**config.mk**
```make
export PLATFORM = sky130hd
export DESIGN_NAME = bram_stream_reader
export DESIGN_NICKNAME = d
export VERILOG_FILES = /design/src/rtl/bram_stream_pkg.sv /design/src/rtl/stream_fifo.sv /design/src/rtl/bram_stream_reader.sv
export SDC_FILE = /design/constraint.sdc
export NUM_CORES = 1
export LEC_CHECK = 0
export ABC_AREA = 1
export CORE_MARGIN = 4
export CORE_UTILIZATION = 47
export CTS_BUF_LIST = sky130_fd_sc_hd__clkbuf_2
export DETAILED_ROUTE_END_ITERATION = 6
export PLACE_DENSITY = 0.73
export SLEW_MARGIN = 20
export SYNTH_ARGS = -nofsm -noshare
export SYNTH_HDL_FRONTEND = slang
export SYNTH_SLANG_ARGS = --single-unit
```
**constraint.sdc**
```tcl
create_clock -name clk -period 4.1 [get_ports clk]
set_input_delay 0.615 -clock clk [delete_from_list [all_inputs] [get_ports clk]]
set_output_delay 0.615 -clock clk [all_outputs]
set_load 0.1 [all_outputs]
```
**src/rtl/bram_stream_pkg.sv**
```systemverilog
// Shared types for the BRAM stream reader: FSM state encoding and
// address/length helpers sized for the default 1024-word cache BRAM.
package bram_stream_pkg;

  localparam int DEFAULT_DEPTH      = 1024;
  localparam int DEFAULT_NBITS_ADDR = $clog2(DEFAULT_DEPTH);

  typedef enum logic [1:0] {
    IDLE  = 2'd0,
    RUN   = 2'd1,
    DRAIN = 2'd2
  } state_e;

  // Word address into the BRAM.
  typedef logic [DEFAULT_NBITS_ADDR-1:0] addr_t;
  // Word count; one extra bit so a full-BRAM run (DEPTH words) fits.
  typedef logic [DEFAULT_NBITS_ADDR:0]   len_t;

endpackage

```
**src/rtl/stream_fifo.sv**
```systemverilog
// Small synchronous FIFO holding BRAM words until the stream consumer takes them.
// The head entry is presented combinationally on dout; storage resets to zero so
// dout reads 0 while empty after reset.
module stream_fifo #(
  parameter int WIDTH = 32,
  parameter int DEPTH = 2,
  localparam int CW = $clog2(DEPTH + 1)
) (
  input  logic             clk,
  input  logic             reset,
  input  logic             push,
  input  logic             pop,
  input  logic [WIDTH-1:0] din,
  output logic [WIDTH-1:0] dout,
  output logic             empty,
  output logic [CW-1:0]    count
);

  localparam int PW = (DEPTH > 1) ? $clog2(DEPTH) : 1;
  localparam logic [PW-1:0] PTR_LAST = PW'(DEPTH - 1);
  localparam logic [PW-1:0] PTR_ONE  = PW'(1);
  localparam logic [CW-1:0] CNT_ONE  = CW'(1);

  logic [WIDTH-1:0] mem_q [DEPTH];
  logic [PW-1:0]    wr_ptr_q, wr_ptr_d;
  logic [PW-1:0]    rd_ptr_q, rd_ptr_d;
  logic [CW-1:0]    count_q, count_d;

  // Next pointer and occupancy; simultaneous push and pop leave count unchanged.
  always_comb begin
    wr_ptr_d = wr_ptr_q;
    rd_ptr_d = rd_ptr_q;
    count_d  = count_q;
    if (push) wr_ptr_d = (wr_ptr_q == PTR_LAST) ? '0 : wr_ptr_q + PTR_ONE;
    if (pop)  rd_ptr_d = (rd_ptr_q == PTR_LAST) ? '0 : rd_ptr_q + PTR_ONE;
    case ({push, pop})
      2'b10:   count_d = count_q + CNT_ONE;
      2'b01:   count_d = count_q - CNT_ONE;
      default: count_d = count_q;
    endcase
  end

  // Storage and pointer registers.
  always_ff @(posedge clk or posedge reset) begin
    if (reset) begin
      for (int i = 0; i < DEPTH; i++) mem_q[i] <= '0;
      wr_ptr_q <= '0;
      rd_ptr_q <= '0;
      count_q  <= '0;
    end else begin
      if (push) mem_q[wr_ptr_q] <= din;
      wr_ptr_q <= wr_ptr_d;
      rd_ptr_q <= rd_ptr_d;
      count_q  <= count_d;
    end
  end

  assign dout  = mem_q[rd_ptr_q];
  assign empty = (count_q == '0);
  assign count = count_q;

endmodule

```
**src/rtl/bram_stream_reader.sv**
```systemverilog
// Reads a contiguous run of BRAM words and streams them out over valid/ready.
// Reads are only issued when a FIFO slot is guaranteed for the returning word,
// which hides the BRAM's one-cycle read latency without dropping data.
module bram_stream_reader
  import bram_stream_pkg::*;
#(
  parameter int DEPTH      = DEFAULT_DEPTH,
  parameter int WIDTH_BITS = 32,
  parameter int FIFO_DEPTH = 2,
  localparam int NBITS_ADDR = $clog2(DEPTH)
) (
  input  logic                  clk,
  input  logic                  reset,
  input  logic                  start,
  input  logic [NBITS_ADDR-1:0] base_addr,
  input  logic [NBITS_ADDR:0]   length,
  output logic                  busy,
  output logic                  done,
  output logic                  bram_read_en,
  output logic [NBITS_ADDR-1:0] bram_addr_read,
  input  logic [WIDTH_BITS-1:0] bram_data_out,
  output logic                  m_valid,
  input  logic                  m_ready,
  output logic [WIDTH_BITS-1:0] m_data,
  output logic                  m_last
);

  localparam int CW = $clog2(FIFO_DEPTH + 1);
  localparam logic [CW:0]           CREDIT_MAX = (CW + 1)'(FIFO_DEPTH);
  localparam logic [NBITS_ADDR-1:0] ADDR_LAST  = NBITS_ADDR'(DEPTH - 1);
  localparam logic [NBITS_ADDR-1:0] ADDR_ONE   = NBITS_ADDR'(1);
  localparam logic [NBITS_ADDR:0]   LEN_ONE    = (NBITS_ADDR + 1)'(1);

  state_e                state_q;
  logic [NBITS_ADDR-1:0] addr_q, addr_d;
  logic [NBITS_ADDR:0]   issue_cnt_q;
  logic [NBITS_ADDR:0]   beat_cnt_q;
  logic                  inflight_q;
  logic                  done_q;

  logic                  fifo_empty;
  logic [CW-1:0]         fifo_count;
  logic                  pop;
  logic [CW:0]           credit_sum;

  assign m_valid = !fifo_empty;
  assign pop     = m_valid && m_ready;

  // Slots already spoken for: stored words plus one in flight, minus the one leaving now.
  assign credit_sum = {1'b0, fifo_count} + {{CW{1'b0}}, inflight_q} - {{CW{1'b0}}, pop};

  // Issue a read only when the returning word is certain to have a FIFO slot.
  assign bram_read_en   = (state_q == RUN) && (issue_cnt_q != '0) && (credit_sum < CREDIT_MAX);
  assign bram_addr_read = addr_q;
  assign addr_d         = (addr_q == ADDR_LAST) ? '0 : addr_q + ADDR_ONE;

  assign m_last = m_valid && (beat_cnt_q == LEN_ONE);
  assign busy   = (state_q != IDLE);
  assign done   = done_q;

  // Sequencer: launch, read issue, drain to the final beat, completion pulse.
  always_ff @(posedge clk or posedge reset) begin
    if (reset) begin
      state_q     <= IDLE;
      addr_q      <= '0;
      issue_cnt_q <= '0;
      beat_cnt_q  <= '0;
      inflight_q  <= 1'b0;
      done_q      <= 1'b0;
    end else begin
      done_q     <= 1'b0;
      inflight_q <= bram_read_en;
      case (state_q)
        IDLE: begin
          if (start) begin
            if (length == '0) begin
              done_q <= 1'b1;
            end else begin
              state_q     <= RUN;
              addr_q      <= base_addr;
              issue_cnt_q <= length;
              beat_cnt_q  <= length;
            end
          end
        end
        RUN: begin
          if (pop) beat_cnt_q <= beat_cnt_q - LEN_ONE;
          if (bram_read_en) begin
            addr_q      <= addr_d;
            issue_cnt_q <= issue_cnt_q - LEN_ONE;
            if (issue_cnt_q == LEN_ONE) state_q <= DRAIN;
          end
        end
        DRAIN: begin
          if (pop) begin
            beat_cnt_q <= beat_cnt_q - LEN_ONE;
            if (m_last) begin
              state_q <= IDLE;
              done_q  <= 1'b1;
            end
          end
        end
        default: state_q <= IDLE;
      endcase
    end
  end

  stream_fifo #(
    .WIDTH (WIDTH_BITS),
    .DEPTH (FIFO_DEPTH)
  ) u_fifo (
    .clk   (clk),
    .reset (reset),
    .push  (inflight_q),
    .pop   (pop),
    .din   (bram_data_out),
    .dout  (m_data),
    .empty (fifo_empty),
    .count (fifo_count)
  );

endmodule

```
==> results of run 1 <==
==> area by class of cell <==
cell class              count  area (µm²)  area share (%)
inverters                  92         348            5.14
clock inverters             6        67.6           0.999
multi-input cells         489        2530            37.3
flip-flops and latches    104        2600            38.5
repair buffers            107         991            14.6
well taps                 143         179            2.64
clock buffers              10        50.0           0.740
diodes                      1        2.50          0.0370
==> routing by layer <==
layer / wire length (µm) / track usage (%) / vias to the layer above / share of wire (%)
met2: 6220 / 31.0 / 143 / 47
met1: 6070 / 27.9 / 2274 / 46
met4: 189 / 6.16 / 0 / 1.4
met5: 0 / 0 / - / 0
li1: - / - / 2441 / -
met3: 725 / 3.71 / 13 / 5.5
==> cell usage in the layout, fill, tap and decap left out, types with 6 or more instances in the layout <==
master,instances
a21oi_1,8
buf_4,36
clkbuf_2,10
clkdlybuf4s50_1,70
dfrtp_1,104
ha_1,9
inv_1,84
inv_2,7
mux2_2,32
nand2_1,208
nand2_2,6
nand3_1,28
nor2_1,54
o21ai_0,88
o21ai_1,16
xor2_1,7
==> final timing paths <==
path	cells past startpoint	slack, ns	endpoint	startpoint
setup / recovery	14	0.33	bram_read_en	u_fifo.count[1]
hold / removal	2	0.43	u_fifo.mem_q[32]	reset
setup reg to reg	17	0.95	issue_cnt_q[9]	u_fifo.count[1]
hold reg to reg	2	0.52	u_fifo.mem_q[52]	u_fifo.mem_q[52]
max in group asynchronous	3	2.82	u_fifo.wr_ptr_q	reset
min in group clk	2	0.52	u_fifo.mem_q[52]	u_fifo.mem_q[52]
==> synth_stat cells, types with 2 or more instances <==
cell type	instances
nor3_1	2
buf_4	2
nand2_2	5
clkbuf_1	15
nor2_1	54
xnor2_1	2
nand2_1	209
o21ai_1	16
inv_1	85
nand3_1	28
buf_6	4
inv_2	7
nor2_2	3
xor2_1	7
o21bai_1	2
a21oi_1	8
o21ai_2	2
a31oi_1	4
ha_1	9
dfrtp_1	104
o21ai_0	88
nand4_1	4
mux2_2	32
a22oi_1	2
buf_2	7
==> metrics by stage <==
step	hold WS, ns	setup WS (ns)	cell area, µm²	cells	utilization [%]
finish	0.433	0.330	6770	952	58.5
global route	0.453	0.128	6760	951	58.5
CTS	0.428	0.278	6760	951	58.5
detailed placement	0.469	0.294	6650	935	57.5
global placement	0.461	0.502	6650	935	57.5
floorplan	0.446	0.540	5620	713	-
==> state kept, by name (all words and copies together), names as in the netlist <==
| name | count |
|---|---|
| u_fifo.count | 2 |
| bram_addr_read | 10 |
| u_fifo.rd_ptr_q | 1 |
| u_fifo.wr_ptr_q | 1 |
| issue_cnt_q | 11 |
| inflight_q | 1 |
| u_fifo.mem_q | 64 |
| state_q | 2 |
| done | 1 |
| beat_cnt_q | 11 |
==> worst reg2reg max path, stage by stage (launching register included) <==
cell and delay [ns]:
dfrtp_1 0.52, inv_2 0.06, nand2_2 0.09, inv_2 0.06, nor2_4 0.11, inv_1 0.07, nor2_1 0.18, o21bai_1 0.19
nand2_1 0.10, fa_1 0.51, nand2_2 0.06, nor3_2 0.20, nand2_2 0.09, nand2_2 0.09, nand3_4 0.31, inv_2 0.32
nand2_1 0.09, nand2_1 0.06
==> cells by family after synthesis <==
logic type,Yosys count,share of synthesized area [%]
mux,32,6.42
xor+xnor,9,1.40
compound gates,125,11.7
flops,104,46.3
simple gates,313,22.9
fa+ha+maj,10,2.36
buf+inv,120,8.84
==> flow_summary_export.csv, run 1 <==
group,metric,value,unit
global_route,overflow,0,
floorplan,start_util,48.6,%
drt,wl_per_cell,13.9,µm
global_route,grt_pass1_wl,22900,µm
logic_synthesis,synth_edf_count,0,
floorplan,dieArea,13800,µm²
setup_path,crit_required,3.48,ns
sta,final_max_slew_viol_count,0,
global_route,track_usage,19.8,%
clock_network,cts.htree.levels,3,
drt,drc_errors,0,
drt,first_pass_iters,5,
sta,finalSetupViolCount,0,
drt,vias,4871,
sta,worst_pin_slew,1.06,ns
floorplan,ioPinCount,104,
setup_path,path_class,"reg -> out",
global_route,grt_pass1_vias,4751,
setup_path,cp_top_family,"simple AND/OR/NAND/NOR gates",
sta,post-route-min-period,3.77,ns
setup_path,crit_top_cell,"nand2_2",
final_layout,nFillCells,1071,
logic_synthesis,synthTopCellsByArea,"dfrtp_1, nand2_1, o21ai_0, mux2_2, inv_1",
setup_path,cp-end-kind,"output pin",
setup_path,crit_arrival,3.15,ns
logic_synthesis,synthCells,713,
placement,dp_hpwl,9370,µm
clock_network,clkSinkCount,104,
drt,vias_per_cell,5.12,
floorplan,die-height,117,µm
sta,max_freq,265,MHz
logic_synthesis,synth_nets,780,
global_route,antenna_found_initial,0,
setup_path,cp_slowest_cell,"dfrtp_1",
sta,rsz0062_at_grt,"false",
sta,hold_viol,0,
logic_synthesis,yosysTopAreaCellShare,46.3,%
setup_path,max_stage_delay,0.52,ns
drt,drt_iter0_drc,346,
logic_synthesis,ys_warn_count,0,
logic_synthesis,synth.avg_cell_area,7.88,µm²
floorplan,rows,39,
setup_path,crit_fanout,5,
clock_network,numCtsBuffers,9,
placement,io_buffers,103,
logic_synthesis,ys_ff_latch,104,
final_layout,syn2layout_area_growth,20.5,%
logic_synthesis,yosysUniqueCellTypes,37,
drt,routed_wl,13200,µm
clock_network,cts_resized,0,
sta,tns,0,ns
logic_synthesis,ys.flop_type,"dfrtp_1",
drt,postRouteAntennaNets,0,
logic_synthesis,synth_seq_area_share,46.3,%
clock_network,postCtsSetupBuffers,0,
clock_network,cts_tree,"yes",
final_layout,drive_above_1_share,13.7,%
logic_synthesis,async_flop_share,100,%
sta,clock_skew,0.0216,ns
clock_network,cts_root_buf,"clkbuf_2",
min_path,holdCritPathClass,"in -> async",
clock_network,clkTransAtPathRegs,0.27,ns
setup_path,critPathBufInv,5,
floorplan,fp.dieW,117,µm
global_route,grt_max_degree,66,
floorplan,core,11600,µm²
flow_run,drv_cap,0,
logic_synthesis,netlist_area,5620,µm²
clock_network,ctsHoldBuffers,0,
logic_synthesis,synth_top_cell_by_area,"dfrtp_1",
setup_path,start_kind,"flop",
final_layout,nNetsFinal,870,
clock_network,clk_path_buf_depth,2,
clock_network,clk_latency,0.62,ns
sta,post-route-period-util,91.9,%
status,status,"complete, no violations",
setup_path,critical_path.cell_chain,"inv_2 -> nand2_2 -> inv_2 -> nor2_4 -> inv_1 -> nor2_1 -> o21bai_1 -> nand2_1 -> fa_1 -> nand2_2 -> nor3_2 -> nand2_2 -> inv_1 -> buf_12",
sta,relSlewSlack,29.4,%
placement,gp_congestion,0.862,
Power of run 1 is left out: the tool's default activity adds up to more than one toggle a clock period on the data nets, which glitch-free logic cannot reach.
==> inputs of run 2 (changes only) <==
--- a/config.mk
+++ b/config.mk
@@ -6,11 +6,13 @@
 export NUM_CORES = 1
 export LEC_CHECK = 0
 export ABC_AREA = 1
+export CELL_PAD_IN_SITES_DETAIL_PLACEMENT = 1
+export CELL_PAD_IN_SITES_GLOBAL_PLACEMENT = 2
 export CORE_MARGIN = 4
-export CORE_UTILIZATION = 47
+export CORE_UTILIZATION = 31
 export CTS_BUF_LIST = sky130_fd_sc_hd__clkbuf_2
 export DETAILED_ROUTE_END_ITERATION = 6
-export PLACE_DENSITY = 0.73
+export PLACE_DENSITY_LB_ADDON = 0.1
 export SLEW_MARGIN = 20
 export SYNTH_ARGS = -nofsm -noshare
 export SYNTH_HDL_FRONTEND = slang
==> run 2 against run 1 <==
- sequential cell count unchanged
- die area up 48%
- clock skew up 0.032 ns
- utilization down 19 points
- fmax up 1.3%
- first-iteration DRC count down 56%
- clock-buffer cell count down 1
- register-to-register slack better by 0.12 ns
- worst hold slack worse by 0.049 ns
- global-route usage down 3.8 points
- critical endpoint unchanged
- largest cell class unchanged
==> flow_summary_export.csv, run 2 (synthesis gave the netlist of run 1 again) <==
group,metric,value,unit
drt,first_pass_iters,4,
floorplan,ioPinCount,104,
final_layout,nNetsFinal,870,
final_layout,final_common_cell,"nand2_1",
setup_path,crit_arrival,3.10,ns
floorplan,core,17500,µm²
drt,vias,4933,
drt,drc_errors,0,
drt,routed_wl,15900,µm
final_layout,syn2layout_area_growth,22.6,%
placement,dp_hpwl,11400,µm
final_layout,final_cell_mix,"nand2_1, dfrtp_1, o21ai_0",
drt,wl_per_cell,15.3,µm
clock_network,clk_latency,0.62,ns
final_layout,final_cells,1035,
placement,gp_congestion,0.794,
sta,max_freq,269,MHz
clock_network,cts_resized,0,
drt,vias_per_cell,4.77,
sta,post-route-min-period,3.72,ns
placement,io_buffers,103,
global_route,overflow,0,
floorplan,start_util,32.0,%
clock_network,postCtsSetupBuffers,0,
sta,finalSetupViolCount,0,
final_layout,regMostFlops,"u_fifo.mem_q",
drt,drt_iter0_drc,151,
global_route,track_usage,16.0,%
sta,rsz0062_at_grt,"false",
final_layout,top_regs,"u_fifo.mem_q (64), beat_cnt_q (11), issue_cnt_q (11)",
clock_network,cts_tree,"yes",
global_route,antenna_found_initial,2,
flow_run,drv_cap,0,
status,status,"complete, no violations",
sta,post-route-period-util,90.7,%
setup_path,crit_required,3.48,ns
floorplan,dieArea,20300,µm²
global_route,grt_pass1_wl,26300,µm
global_route,grt_pass1_vias,5275,
setup_path,cp-end-kind,"output pin",
clock_network,ctsHoldBuffers,0,
setup_path,path_class,"reg -> out",
floorplan,die-height,143,µm
drt,postRouteAntennaNets,0,
global_route,grt_max_degree,66,
sta,final_max_slew_viol_count,0,
clock_network,numCtsBuffers,9,
placement,placed_cells,1017,
clock_network,cts.htree.levels,3,
floorplan,rows,48,
sta,tns,0,ns
setup_path,start_kind,"flop",
final_layout,largest_register_ffs,64,
setup_path,crit_fanout,5,
final_layout,drive_above_1_share,13.9,%
clock_network,clkTransAtPathRegs,0.33,ns
sta,clock_skew,0.0540,ns
clock_network,cts_root_buf,"clkbuf_2",
min_path,holdCritPathClass,"in -> async",
sta,relSlewSlack,34.5,%
final_layout,nFillCells,2140,
sta,hold_viol,0,
clock_network,clk_path_buf_depth,2,
clock_network,clkSinkCount,104,
floorplan,fp.dieW,143,µm
sta,worst_pin_slew,0.979,ns
-- run 2: final timing paths --
path,from,end,slack (ns),cells past startpoint
min reg2reg,u_fifo.rd_ptr_q,u_fifo.rd_ptr_q,0.49,1
max in group asynchronous,reset,issue_cnt_q[10],2.90,3
min in group clk,u_fifo.rd_ptr_q,u_fifo.rd_ptr_q,0.49,1
min,reset,u_fifo.mem_q[1],0.38,2
max reg2reg,u_fifo.count[1],bram_addr_read[4],1.07,17
max,u_fifo.count[1],bram_read_en,0.38,14
-- run 2: routing by layer --
layer | up-vias | wire length [µm] | track usage (%)
li1 | 2444 | - | -
met1 | 2406 | 7340 | 21.1
met4 | 0 | 168 | 3.40
met5 | - | 0 | 0
met3 | 12 | 534 | 2.92
met2 | 71 | 7810 | 27.4
-- run 2: worst max-delay path, stage by stage, from the launching register on --
cell and delay (ns):
dfrtp_1 0.53, inv_2 0.07, nand2_2 0.09, inv_2 0.06, nor2_4 0.10, inv_1 0.06
nor2_1 0.16, o21bai_1 0.17, nand2_1 0.09, fa_1 0.50, nand2_2 0.06, nor3_2 0.21
nand2_2 0.08, inv_1 0.13, buf_12 0.19
-- run 2: stage by stage --
| step | setup WS, ns | hold WS (ns) | instance area [µm²] | utilization [%] |
|---|---|---|---|---|
| after CTS | 0.244 | 0.364 | 6870 | 39.2 |
| after floorplan | 0.540 | 0.446 | 5620 | - |
| after global routing | 0.0434 | 0.346 | 6880 | 39.3 |
| after global placement | 0.427 | 0.458 | 6760 | 38.6 |
| after detailed placement | 0.371 | 0.465 | 6760 | 38.6 |
| final | 0.380 | 0.384 | 6880 | 39.3 |
-- run 2: final cells by class --
class | count | area, µm² | share of cell area, %
Tap cell | 225 | 282 | 4.09
Clock inverter | 7 | 65.1 | 0.945
Antenna cell | 2 | 5.00 | 0.0727
Sequential cell | 104 | 2600 | 37.8
Multi-Input combinational cell | 489 | 2530 | 36.8
Inverter | 92 | 348 | 5.05
Timing Repair Buffer | 107 | 1000 | 14.6
Clock buffer | 9 | 45.0 | 0.654
Power of run 2 is left out for the same reason.
==> inputs of run 3 (changes only) <==
--- a/config.mk
+++ b/config.mk
@@ -13,7 +13,8 @@
 export CTS_BUF_LIST = sky130_fd_sc_hd__clkbuf_2
 export DETAILED_ROUTE_END_ITERATION = 6
 export PLACE_DENSITY_LB_ADDON = 0.1
-export SLEW_MARGIN = 20
+export RECOVER_POWER = 25
+export SLEW_MARGIN = 10
 export SYNTH_ARGS = -nofsm -noshare
 export SYNTH_HDL_FRONTEND = slang
 export SYNTH_SLANG_ARGS = --single-unit
==> constraint.sdc (replaced) <==
create_clock -name clk -period 3.85 [get_ports clk]
set_input_delay 0.5775 -clock clk [delete_from_list [all_inputs] [get_ports clk]]
set_output_delay 0.5775 -clock clk [all_outputs]
set_load 0.1 [all_outputs]
==> run 3 against run 2 <==
- the flow now finishes with violations (max-capacitance violations, max-slew violations)
- design area grew 0.36%
- clock-buffer cell count unchanged
- setup slack worse by 0.030 ns
- via count shrank 1.3%
- clock skew down 0.0075 ns
- first-iteration DRC count grew 27%
- sequential cell count did not move
- highest routed layer unchanged
==> flow_summary_export.csv, run 3 (synthesis gave the netlist of run 1 again) <==
group,metric,value,unit
clock_network,clkTransAtPathRegs,0.36,ns
sta,max_freq,286,MHz
final_layout,regMostFlops,"u_fifo.mem_q",
final_layout,drive_above_1_share,14.5,%
placement,dpl-instance-area,6770,µm²
setup_path,crit_top_cell,"nand2_2",
global_route,grt_pass1_vias,5229,
sta,relSlewSlack,-67.7,%
placement,io_buffers,103,
floorplan,rows,48,
sta,rsz0062_at_grt,"false",
final_layout,final_cell_mix,"nand2_1, dfrtp_1, o21ai_0",
setup_path,reg2reg_to,"bram_addr_read[4]",
status,violations,"max-capacitance violations, max-slew violations",
placement,dp_hpwl,11400,µm
setup_path,critical_path.cell_chain,"inv_1 -> nand2_2 -> inv_2 -> nor2_4 -> inv_1 -> nor2_4 -> o21bai_2 -> nand2_1 -> fa_1 -> nand2_2 -> nor3_2 -> nand2_2 -> inv_2 -> buf_12",
clock_network,cts_tree,"yes",
setup_path,r2r-start,"u_fifo.count[0]",
global_route,grt_max_degree,66,
setup_path,path_class,"reg -> out",
sta,finalSetupViolCount,0,
global_route,track_usage,16.1,%
clock_network,clk_path_buf_depth,2,
floorplan,ioPinCount,104,
floorplan,fp.dieW,143,µm
setup_path,crit_fanout,4,
sta,clock_skew,0.0464,ns
final_layout,largest_register_ffs,64,
final_layout,final_common_cell,"nand2_1",
floorplan,dieArea,20300,µm²
floorplan,start_util,32.0,%
drt,drc_errors,0,
setup_path,cp_top_family,"simple AND/OR/NAND/NOR gates",
drt,wl_per_cell,15.4,µm
global_route,overflow,0,
setup_path,cp-end-kind,"output pin",
min_path,holdCritPathClass,"in -> reg",
final_layout,top_regs,"u_fifo.mem_q (64), beat_cnt_q (11), issue_cnt_q (11)",
clock_network,numCtsBuffers,9,
drt,routed_wl,16000,µm
final_layout,design_area,6910,µm²
floorplan,die-height,143,µm
global_route,grt_pass1_wl,26500,µm
sta,post-route-period-util,90.9,%
min_path,whs_endpoint,"u_fifo.mem_q[40]",
drt,first_pass_iters,4,
setup_path,cp.depth,14,
setup_path,crit_required,3.27,ns
status,status,"complete, but fails checks",
placement,gp_congestion,0.794,
sta,hold_viol,0,
setup_path,max_stage_delay,0.51,ns
sta,post-route-min-period,3.50,ns
setup_path,critPathBufInv,5,
setup_path,crit_arrival,2.92,ns
clock_network,cts.htree.levels,3,
drt,drt_iter0_drc,192,
drt,postRouteAntennaNets,0,
final_layout,nNetsFinal,871,
setup_path,r2r_setup_slack,1.00,ns
setup_path,start_kind,"flop",
min_path,hold_depth,3,
sta,worst_pin_slew,2.51,ns
setup_path,rr_worst_depth,17,
sta,final_max_slew_viol_count,60,
min_path,hp-start,"bram_data_out[8]",
final_layout,fin_util,39.4,%
clock_network,cts_root_buf,"clkbuf_2",
floorplan,core,17500,µm²
clock_network,clk_latency,0.65,ns
global_route,antenna_found_initial,1,
setup_path,cp_slowest_cell,"fa_1",
clock_network,clkSinkCount,104,
drt,vias,4871,
drt,vias_per_cell,4.70,
final_layout,syn2layout_area_growth,23.0,%
sta,tns,0,ns
flow_run,drv_cap,1,
-- run 3: worst max path at each step --
stage,startpoint,to
final,u_fifo.count[0],bram_read_en
after global routing,u_fifo.count[0],bram_read_en
after CTS,u_fifo.count[1],bram_read_en
after detailed placement,m_ready,bram_read_en
after global placement,m_ready,bram_read_en
after floorplan,u_fifo.count[1],bram_read_en
-- run 3: final cells by class --
type / count / area, µm²
sequential: 104 / 2600
antenna: 2 / 5.00
clock buffer: 9 / 45.0
clock inverter: 7 / 70.1
fill: 2123 / 10600
multi-input combinational: 489 / 2540
inverter: 92 / 345
timing repair buffer: 108 / 1020
tap: 225 / 282
-- run 3: what timing repair did --
item / in CTS / in global routing
gates resized for setup: 1 / 4
setup endpoints to repair: 1 / 1
pin swaps: 0 / 1
setup buffers: 0 / 1
hold buffers: 0 / 0
-- run 3: routing by layer --
| metal | wire, µm | vias up | track usage, % | part of all wire, % |
|---|---|---|---|---|
| met4 | 165 | 0 | 3.75 | 1.0 |
| met3 | 545 | 11 | 2.86 | 3.4 |
| met1 | 7330 | 2352 | 21.1 | 46 |
| met5 | 0 | - | 0 | 0 |
| li1 | - | 2435 | - | - |
| met2 | 7930 | 73 | 27.7 | 50 |
-- run 3: per-stage QoR --
step / setup WS, ns / hold slack, ns / std cells
4_1_cts: 0.0128 / 0.357 / 1033
6_report: 0.350 / 0.444 / 1036
3_3_place_gp: 0.284 / 0.461 / 1017
2_1_floorplan: 0.328 / 0.446 / 713
5_1_grt: 0.0367 / 0.328 / 1036
3_5_place_dp: 0.141 / 0.471 / 1017
-- run 3: worst reg2reg max path, cell delays in order (launching register included) --
cell and delay, ns:
dfrtp_1 0.45, inv_1 0.11, nand2_2 0.11, inv_2 0.06
nor2_4 0.10, inv_1 0.09, nor2_4 0.10, o21bai_2 0.14
nand2_1 0.09, fa_1 0.51, nand2_2 0.06, nor3_2 0.14
nand2_2 0.09, nand2_2 0.09, nand3_4 0.24, buf_12 0.25
nand2_1 0.06, o21ai_1 0.06
Power of run 3 is left out for the same reason.
